## config.mk

```make
export PLATFORM = sky130hd
export DESIGN_NAME = dma_sched_flat
export DESIGN_NICKNAME = d
export VERILOG_FILES = /design/src/rtl/dma_sched_if.sv /design/src/rtl/dma_sched.sv /design/src/flat_wrapper.sv
export SDC_FILE = /design/constraint.sdc
export NUM_CORES = 1
export LEC_CHECK = 0
export CORE_AREA = 2 2 115 117
export CTS_CLUSTER_SIZE = 16
export DETAILED_ROUTE_END_ITERATION = 10
export DIE_AREA = 0 0 117 119
export HOLD_SLACK_MARGIN = 0.06
export MAX_ROUTING_LAYER = met4
export PLACE_DENSITY = 0.85
export SLEW_MARGIN = 25
export SYNTH_ARGS = -nofsm -noshare
export SYNTH_HDL_FRONTEND = slang
export SYNTH_SLANG_ARGS = --single-unit
```

## constraint.sdc

```tcl
create_clock -name clk -period 3.05 [get_ports clk]
set_input_delay 0.305 -clock clk [delete_from_list [all_inputs] [get_ports clk]]
set_output_delay 0.305 -clock clk [all_outputs]
set_load 0.005 [all_outputs]
```

## src/rtl/dma_sched_if.sv

```systemverilog
// Descriptor, DMA-engine config and completion signals of dma_sched.
// slave is the scheduler side; master is the requester/engine side.
interface dma_sched_if;
  logic        req_valid0;
  logic        req_valid1;
  logic        req_ready0;
  logic        req_ready1;
  logic [31:0] req_src0;
  logic [31:0] req_src1;
  logic [31:0] req_dst0;
  logic [31:0] req_dst1;
  logic [31:0] req_len0;
  logic [31:0] req_len1;
  logic        DMAEN;
  logic [31:0] DMASRC;
  logic [31:0] DMADST;
  logic [31:0] DMALEN;
  logic        DMA_interrupt;
  logic        cpl_valid;
  logic        cpl_id;
  logic        cpl_err;
  logic        busy;

  modport slave (
    input  req_valid0, req_valid1, req_src0, req_src1, req_dst0, req_dst1,
           req_len0, req_len1, DMA_interrupt,
    output req_ready0, req_ready1, DMAEN, DMASRC, DMADST, DMALEN,
           cpl_valid, cpl_id, cpl_err, busy
  );

  modport master (
    output req_valid0, req_valid1, req_src0, req_src1, req_dst0, req_dst1,
           req_len0, req_len1, DMA_interrupt,
    input  req_ready0, req_ready1, DMAEN, DMASRC, DMADST, DMALEN,
           cpl_valid, cpl_id, cpl_err, busy
  );
endinterface

```

## src/rtl/dma_sched.sv

```systemverilog
// Two-requester round-robin command scheduler driving the DMA engine config lines.
// Optional RUN watchdog compiled in with DMA_SCHED_TIMEOUT_EN (limit TIMEOUT_CYCLES).
//   state | meaning
//   IDLE  | waiting for a descriptor; grants only while DMA_interrupt is low
//   RUN   | DMAEN high, waiting for the engine done level
//   DRAIN | DMAEN low, waiting for the done level to clear
//   CPL   | one-cycle tagged completion to the owning requester
module dma_sched #(
  parameter int unsigned TIMEOUT_CYCLES = 65535
) (
  input  logic       clk,
  input  logic       rst,
  dma_sched_if.slave bus
);

  typedef enum logic [1:0] {IDLE, RUN, DRAIN, CPL} state_e;

  state_e      state_q, state_d;
  logic        last_q, last_d;
  logic        id_q, id_d;
  logic        err_q, err_d;
  logic [31:0] src_q, src_d;
  logic [31:0] dst_q, dst_d;
  logic [31:0] len_q, len_d;

  logic        grant0, grant1;
  logic        accept;
  logic [31:0] acc_src, acc_dst, acc_len;
  logic        timeout_hit;

  // last_q holds the index of the previous grant; on contention the other one wins
  always_comb begin
    grant0 = 1'b0;
    grant1 = 1'b0;
    if (state_q == IDLE && !bus.DMA_interrupt) begin
      if (bus.req_valid0 && bus.req_valid1) begin
        grant0 = last_q;
        grant1 = !last_q;
      end else begin
        grant0 = bus.req_valid0;
        grant1 = bus.req_valid1;
      end
    end
  end

  assign accept  = grant0 | grant1;
  assign acc_src = grant1 ? bus.req_src1 : bus.req_src0;
  assign acc_dst = grant1 ? bus.req_dst1 : bus.req_dst0;
  assign acc_len = grant1 ? bus.req_len1 : bus.req_len0;

`ifdef DMA_SCHED_TIMEOUT_EN
  localparam logic [31:0] TMO_LIMIT = 32'(TIMEOUT_CYCLES);

  logic [31:0] tmo_cnt_q, tmo_cnt_d;

  always_comb begin
    tmo_cnt_d = '0;
    if (state_q == RUN) tmo_cnt_d = tmo_cnt_q + 32'd1;
  end

  assign timeout_hit = (state_q == RUN) && (tmo_cnt_d == TMO_LIMIT);

  always_ff @(posedge clk) begin
    if (rst) tmo_cnt_q <= '0;
    else     tmo_cnt_q <= tmo_cnt_d;
  end
`else
  logic [31:0] unused_timeout;
  assign unused_timeout = TIMEOUT_CYCLES;
  assign timeout_hit    = 1'b0;
`endif

  always_comb begin
    state_d = state_q;
    last_d  = last_q;
    id_d    = id_q;
    err_d   = err_q;
    src_d   = src_q;
    dst_d   = dst_q;
    len_d   = len_q;
    case (state_q)
      IDLE: begin
        if (accept) begin
          src_d  = acc_src;
          dst_d  = acc_dst;
          len_d  = acc_len;
          id_d   = grant1;
          last_d = grant1;
          // a zero-length descriptor never reaches the engine
          if (acc_len == 32'd0) begin
            err_d   = 1'b1;
            state_d = CPL;
          end else begin
            err_d   = 1'b0;
            state_d = RUN;
          end
        end
      end
      RUN: begin
        if (bus.DMA_interrupt) begin
          err_d   = 1'b0;
          state_d = DRAIN;
        end else if (timeout_hit) begin
          err_d   = 1'b1;
          state_d = DRAIN;
        end
      end
      DRAIN: begin
        if (!bus.DMA_interrupt) state_d = CPL;
      end
      CPL: begin
        state_d = IDLE;
      end
      default: begin
        state_d = IDLE;
      end
    endcase
  end

  always_ff @(posedge clk) begin
    if (rst) begin
      state_q <= IDLE;
      last_q  <= 1'b1;
      id_q    <= 1'b0;
      err_q   <= 1'b0;
      src_q   <= '0;
      dst_q   <= '0;
      len_q   <= '0;
    end else begin
      state_q <= state_d;
      last_q  <= last_d;
      id_q    <= id_d;
      err_q   <= err_d;
      src_q   <= src_d;
      dst_q   <= dst_d;
      len_q   <= len_d;
    end
  end

  assign bus.req_ready0 = grant0;
  assign bus.req_ready1 = grant1;
  assign bus.DMAEN      = (state_q == RUN);
  assign bus.DMASRC     = src_q;
  assign bus.DMADST     = dst_q;
  assign bus.DMALEN     = len_q;
  assign bus.cpl_valid  = (state_q == CPL);
  assign bus.cpl_id     = id_q;
  assign bus.cpl_err    = err_q;
  assign bus.busy       = (state_q != IDLE);

endmodule
```

## src/flat_wrapper.sv

```systemverilog
// flat-port wrapper written by rule: the top's interface ports become plain ports
module dma_sched_flat 
#(
  parameter int unsigned TIMEOUT_CYCLES = 65535
)
  (clk, rst, bus_req_valid0, bus_req_valid1, bus_req_src0, bus_req_src1, bus_req_dst0, bus_req_dst1, bus_req_len0, bus_req_len1, bus_DMA_interrupt, bus_req_ready0, bus_req_ready1, bus_DMAEN, bus_DMASRC, bus_DMADST, bus_DMALEN, bus_cpl_valid, bus_cpl_id, bus_cpl_err, bus_busy);
  dma_sched_if bus_i ();
  input  logic clk;
  input  logic rst;
  input wire logic [$bits(bus_i.req_valid0)-1:0] bus_req_valid0;
  input wire logic [$bits(bus_i.req_valid1)-1:0] bus_req_valid1;
  input wire logic [$bits(bus_i.req_src0)-1:0] bus_req_src0;
  input wire logic [$bits(bus_i.req_src1)-1:0] bus_req_src1;
  input wire logic [$bits(bus_i.req_dst0)-1:0] bus_req_dst0;
  input wire logic [$bits(bus_i.req_dst1)-1:0] bus_req_dst1;
  input wire logic [$bits(bus_i.req_len0)-1:0] bus_req_len0;
  input wire logic [$bits(bus_i.req_len1)-1:0] bus_req_len1;
  input wire logic [$bits(bus_i.DMA_interrupt)-1:0] bus_DMA_interrupt;
  output wire logic [$bits(bus_i.req_ready0)-1:0] bus_req_ready0;
  output wire logic [$bits(bus_i.req_ready1)-1:0] bus_req_ready1;
  output wire logic [$bits(bus_i.DMAEN)-1:0] bus_DMAEN;
  output wire logic [$bits(bus_i.DMASRC)-1:0] bus_DMASRC;
  output wire logic [$bits(bus_i.DMADST)-1:0] bus_DMADST;
  output wire logic [$bits(bus_i.DMALEN)-1:0] bus_DMALEN;
  output wire logic [$bits(bus_i.cpl_valid)-1:0] bus_cpl_valid;
  output wire logic [$bits(bus_i.cpl_id)-1:0] bus_cpl_id;
  output wire logic [$bits(bus_i.cpl_err)-1:0] bus_cpl_err;
  output wire logic [$bits(bus_i.busy)-1:0] bus_busy;
  assign bus_i.req_valid0 = bus_req_valid0;
  assign bus_i.req_valid1 = bus_req_valid1;
  assign bus_i.req_src0 = bus_req_src0;
  assign bus_i.req_src1 = bus_req_src1;
  assign bus_i.req_dst0 = bus_req_dst0;
  assign bus_i.req_dst1 = bus_req_dst1;
  assign bus_i.req_len0 = bus_req_len0;
  assign bus_i.req_len1 = bus_req_len1;
  assign bus_i.DMA_interrupt = bus_DMA_interrupt;
  assign bus_req_ready0 = bus_i.req_ready0;
  assign bus_req_ready1 = bus_i.req_ready1;
  assign bus_DMAEN = bus_i.DMAEN;
  assign bus_DMASRC = bus_i.DMASRC;
  assign bus_DMADST = bus_i.DMADST;
  assign bus_DMALEN = bus_i.DMALEN;
  assign bus_cpl_valid = bus_i.cpl_valid;
  assign bus_cpl_id = bus_i.cpl_id;
  assign bus_cpl_err = bus_i.cpl_err;
  assign bus_busy = bus_i.busy;
  dma_sched #(.TIMEOUT_CYCLES(TIMEOUT_CYCLES)) u_core (.clk(clk), .rst(rst), .bus(bus_i));
endmodule
```

**Word level (Yosys, flattened, before mapping)**

Index checks and enable logic that the tools add are counted.

- Register bits after elaboration: 101
- Bits of input ports: 197
- Output and inout port bits: 103
- Word-level logic and storage cells: 41

- Eq/ne operators: 6
- Mux-type cells: 16
- Bitwise gates (word level): 1
- Reductions and logical operators: 11

Operators by type and width:

| cell | count |
|---|---|
| $mux W32 | 3 |
| $logic_not A32 Y1 | 1 |
| $mux W2 | 4 |
| $pmux W2 S4 | 1 |
| $mux W1 | 7 |
| $reduce_and A3 Y1 | 2 |
| $eq A2 B2 Y1 const B | 2 |
| $ne A2 B2 Y1 const B | 2 |
| $reduce_bool A2 Y1 | 2 |
| $eq A2 B1 Y1 const B | 1 |
| $logic_and A1 B1 Y1 | 2 |
| $logic_not A1 Y1 | 2 |
| $logic_not A2 Y1 | 1 |
| $ne A2 B1 Y1 const B | 1 |
| $pmux W1 S2 | 1 |
| $reduce_and A2 Y1 | 1 |
| $or A1 B1 Y1 | 1 |

**Depth between registers and ports, before layout**

- Word-level depth: 8
- Mapped depth: 10

**Least setup slack after synthesis**

OpenSTA, ideal clock, no wires.

- Path kind: register -> register
- From: register u_core.state_q[0]
- To: register u_core.dst_q[0], in the netlist u_core.bus.DMADST[0]
- Setup time: 0.089 ns
- Arrival time: 1.616 ns
- Data required time: 2.961 ns
- Slack: 1.346 ns
- Stages on the path, launching flop included: 10
- Buffers on the path: 3
- Period minus slack after synthesis: 1.704 ns
- Cell sequence: dfxtp_1 > inv_1 > ha_1 > nand3b_1 > a21o_1 > buf_6 > buf_4 > buf_2 > nand2_1 > a311oi_2

- Cells in the longest elaborated chain, start to end: 5

Ends and longest elaborated chain:

| what | line | RTL |
|---|---|---|
| start: declaration | dma_sched.sv:18 | `state_e state_q, state_d;` |
| start signal: assignment | dma_sched.sv:130 | `state_q <= state_d;` |
| $logic_not A2 Y1 (*) | dma_sched.sv:35, dma_sched.sv:81 |  |
| $logic_and A1 B1 Y1 | dma_sched.sv:35 | `if (state_q == IDLE && !bus.DMA_interrupt) begin` |
| $mux W1 | dma_sched.sv:35 |  |
| $or A1 B1 Y1 | dma_sched.sv:46 | `assign accept = grant0 \| grant1;` |
| $reduce_and A2 Y1 (no line) | n/a |  |
| end signal: assignment | dma_sched.sv:135 | `dst_q <= dst_d;` |
| end: declaration | dma_sched.sv:23 | `logic [31:0] dst_q, dst_d;` |

Every way passes the cells marked *; elsewhere a longest branch is shown, timed or not.
A chain may end at the register's enable or synchronous reset.

**Final worst setup path**

- From: register u_core.state_q[1]
- To: output port bus_req_ready1

- Cells in the longest elaborated chain, start to end: 3

Ends and longest elaborated chain:

| what | line | RTL |
|---|---|---|
| $logic_not A2 Y1 | dma_sched.sv:35 |  |
| $logic_and A1 B1 Y1 | dma_sched.sv:35 |  |
| $mux W1 | dma_sched.sv:35 |  |
| end: declaration | flat_wrapper.sv:20 | `output wire logic [$bits(bus_i.req_ready1)-1:0] bus_req_ready1;` |

No other way between the ends.

==> run metrics <==
status finished, final reports clean; CP required 2740 ps; met3 Use GR 5.95%; CTS tree done; first-pass GRT wire length 25700 µm; max_slew headroom 57.7%; Pwr Total 5.06 mW; CTS Root Cell clkbuf_16; setup TNS 0 ps; Mapped Avg Cell Area 7.89 µm²; synthesis-to-layout area growth 71.2%; Clock Pin Slew Worst Setup and Hold Paths 70 ps; clock share of power 24.4%; dpl ws 582 ps; Syn. warnings 0; most frequent cells in the layout clkdlybuf4s50_1, nand2_1, nor2_1, dfxtp_1, a311oi_1; I/O pin cnt 300; post-DP HPWL 12300 µm; highest clock rate 390 MHz; via count 5331; Total GRT Usage 24.3%; met1 Usage GRT 28.6%; Vert. Die Dim 119 µm; drt pass-1 iters 6; NumNets Final 1065; fin worst setup slack 486 ps; number of antenna violations at the first check in global routing 0; Via-to-Cell Ratio 5.11; Skew-Pair Late Insertion Delay 350 ps; RSZ-0062 raised after global routing false; row count 42; Cell Count Post-Placement 1028; share of cells above drive strength 1 5.31%; I/O Buffers 299; worst path cell trace inv_1, ha_1, nand3b_1, a21o_4, inv_4, clkdlybuf4s50_1; CORE AREA 12900 µm²; CP max stage cell clkdlybuf4s50_1; setup bufs post-CTS 0; post-route minimum period 2560 ps; hold-fix buffers at CTS 0; Critical Path Fanout Max 19; post-layout util 62.8%; Register-to-Register Path Depth 8; gr busiest metal met2; critical path launch point type flop; Worst Skew 5.86 ps; type of the worst setup path flop to output port; Int Power 3.50 mW; hold path depth 2; Worst EP arrival 2260 ps; grt total ovfl 0; Switching Share 30.7%; WL/cell 16.0 µm; worst min-delay path startpoint rst; GPL Wtd Cong 0.897; n_diodes 0; final max-slew violation count 0; starting density of the core 36.7%; CTS max path bufs 2; Seq cells post-synth 101; endpoint type of the worst setup path output port; CTS Buf Count 9; Setup-failing EPs final 0; wirelength, routed 16700 µm; Hold Vio Cnt, Final 0; DRC errors left 0; synthesized netlist cell count 599; R2R Setup Slk 690 ps; critical path's largest stage delay 570 ps; P_leak 2.95 nW; Die ar. 13900 µm²; sw power 1.55 mW; H-tree Lvls 3; commonest non-fill, non-tap cell in the layout clkdlybuf4s50_1; met2 Use GR 39.3%; die span in x 117 µm; post-CTS sizing 0; Max VDD drop 0.000322 V; end of the worst hold path u_core.bus.cpl_id; Mapped Nets 801; Logic pwr share 39.8%; Final ANT Viol Nets 0; vias in the first global route 5032; clk sink count 101; Min-Delay Path Class primary input to flop; sequential share of the synthesized area 42.8%; post-synthesis cell type count 29; number of DRC markers in iteration 0 353; pin count of the biggest net entering global routing 88; Synth Cell Area 4730 µm²; r2r endpoint u_core.bus.DMASRC[15]; actual slew at the worst max-slew pin 635 ps; fin crit share 84.1%; Non-Filler Instances 1043; power per cell area 625 nW/µm²; # Max-Cap Violations 0; r2r startpoint u_core.state_q[1]; Reg power frac 35.8%
[kinds of logic (layout without fill, tap and decap cells)]
| logic type | after synthesis | count (layout) | share of synthesized area [%] |
|---|---|---|---|
| compound gates | 109 | 109 | 22.3 |
| fa+ha+maj | 5 | 5 | 1.32 |
| buf+inv | 58 | 326 | 6.12 |
| flops | 101 | 101 | 42.8 |
| mux | 1 | 1 | 0.212 |
| simple gates | 325 | 325 | 27.2 |
[worst max path at each step]
stage,from,end,slack [ps],cells after the start
2_1_floorplan,u_core.state_q[0],u_core.bus.DMADST[0],1350,9
3_3_place_gp,bus_req_valid1,u_core.bus.DMASRC[16],700,7
3_5_place_dp,bus_req_valid1,u_core.bus.DMADST[29],580,7
4_1_cts,u_core.state_q[1],bus_req_ready1,480,6
5_1_grt,u_core.state_q[1],bus_req_ready1,370,6
6_report,u_core.state_q[1],bus_req_ready1,490,6
[registers in the layout, summed over array words and instances (netlist names)]
register,count
u_core.last_q,1
u_core.bus.cpl_err,1
u_core.bus.DMALEN,32
u_core.bus.DMADST,32
u_core.bus.cpl_id,1
u_core.bus.DMASRC,32
u_core.state_q,2
[cell usage after synthesis]
cell | count | area [µm²]
ha_1 | 5 | 62.6
a311oi_1 | 77 | 674
nand4_1 | 2 | 12.5
nand3b_1 | 1 | 7.51
buf_6 | 4 | 45.0
nor3_2 | 1 | 10.0
nor4_1 | 16 | 100
mux2i_1 | 1 | 10.0
buf_4 | 1 | 7.51
buf_2 | 28 | 140
a21o_1 | 2 | 15.0
dfxtp_1 | 101 | 2020
inv_4 | 1 | 6.26
nand2_1 | 197 | 739
nor3_1 | 3 | 15.0
o211ai_1 | 2 | 15.0
a21oi_1 | 3 | 15.0
and2b_1 | 1 | 7.51
a311oi_2 | 20 | 300
a221oi_1 | 1 | 8.76
clkbuf_1 | 20 | 75.1
o21ai_1 | 1 | 5.00
nor2_1 | 102 | 383
nor2b_1 | 1 | 6.26
inv_1 | 4 | 15.0
o21a_1 | 1 | 7.51
o21ai_0 | 1 | 5.00
nand2b_1 | 1 | 6.26
a211o_1 | 1 | 8.76
[through the flow]
step | hold slack, ps | cell area (µm²)
5_1_grt | 498 | 8090
2_1_floorplan | 464 | 4730
4_1_cts | 435 | 8090
6_report | 464 | 8090
3_3_place_gp | 474 | 7770
3_5_place_dp | 474 | 7770
[area by class of cell]
type | count | area (µm²)
timing repair buffer | 306 | 3080
tap | 176 | 220
inverter | 5 | 21.3
clock inverter | 4 | 72.6
clock buffer | 11 | 243
fill | 1094 | 4790
sequential | 101 | 2020
multi-input combinational | 440 | 2430
[layer usage]
metal | wire length [µm] | vias to the layer above
li1 | - | 2640
met1 | 6650 | 2423
met2 | 7940 | 229
met3 | 1580 | 39
met4 | 556 | 0
met5 | 0 | -
[power by group through the flow]
| stage | logic [mW] | registers [mW] | clock network [mW] |
|---|---|---|---|
| final | 2.01 | 1.81 | 1.23 |
| after global routing | 2.20 | 1.85 | 1.31 |
| after detailed placement | 2.01 | 1.84 | 0 |
| after CTS | 2.02 | 1.81 | 1.26 |
| after floorplan | 0.889 | 1.85 | 0 |
| after global placement | 1.98 | 1.83 | 0 |
[critical path: cells and delay by family (launching register included)]
kind / cells / cell delay, ps
flip-flops: 1 / 350
adder cells (fa/ha/maj): 1 / 250
AND/OR/NAND/NOR: 1 / 130
AO/OA/AOI/OAI: 1 / 290
buffers and inverters: 3 / 890
(Power assumes the default switching activity.)
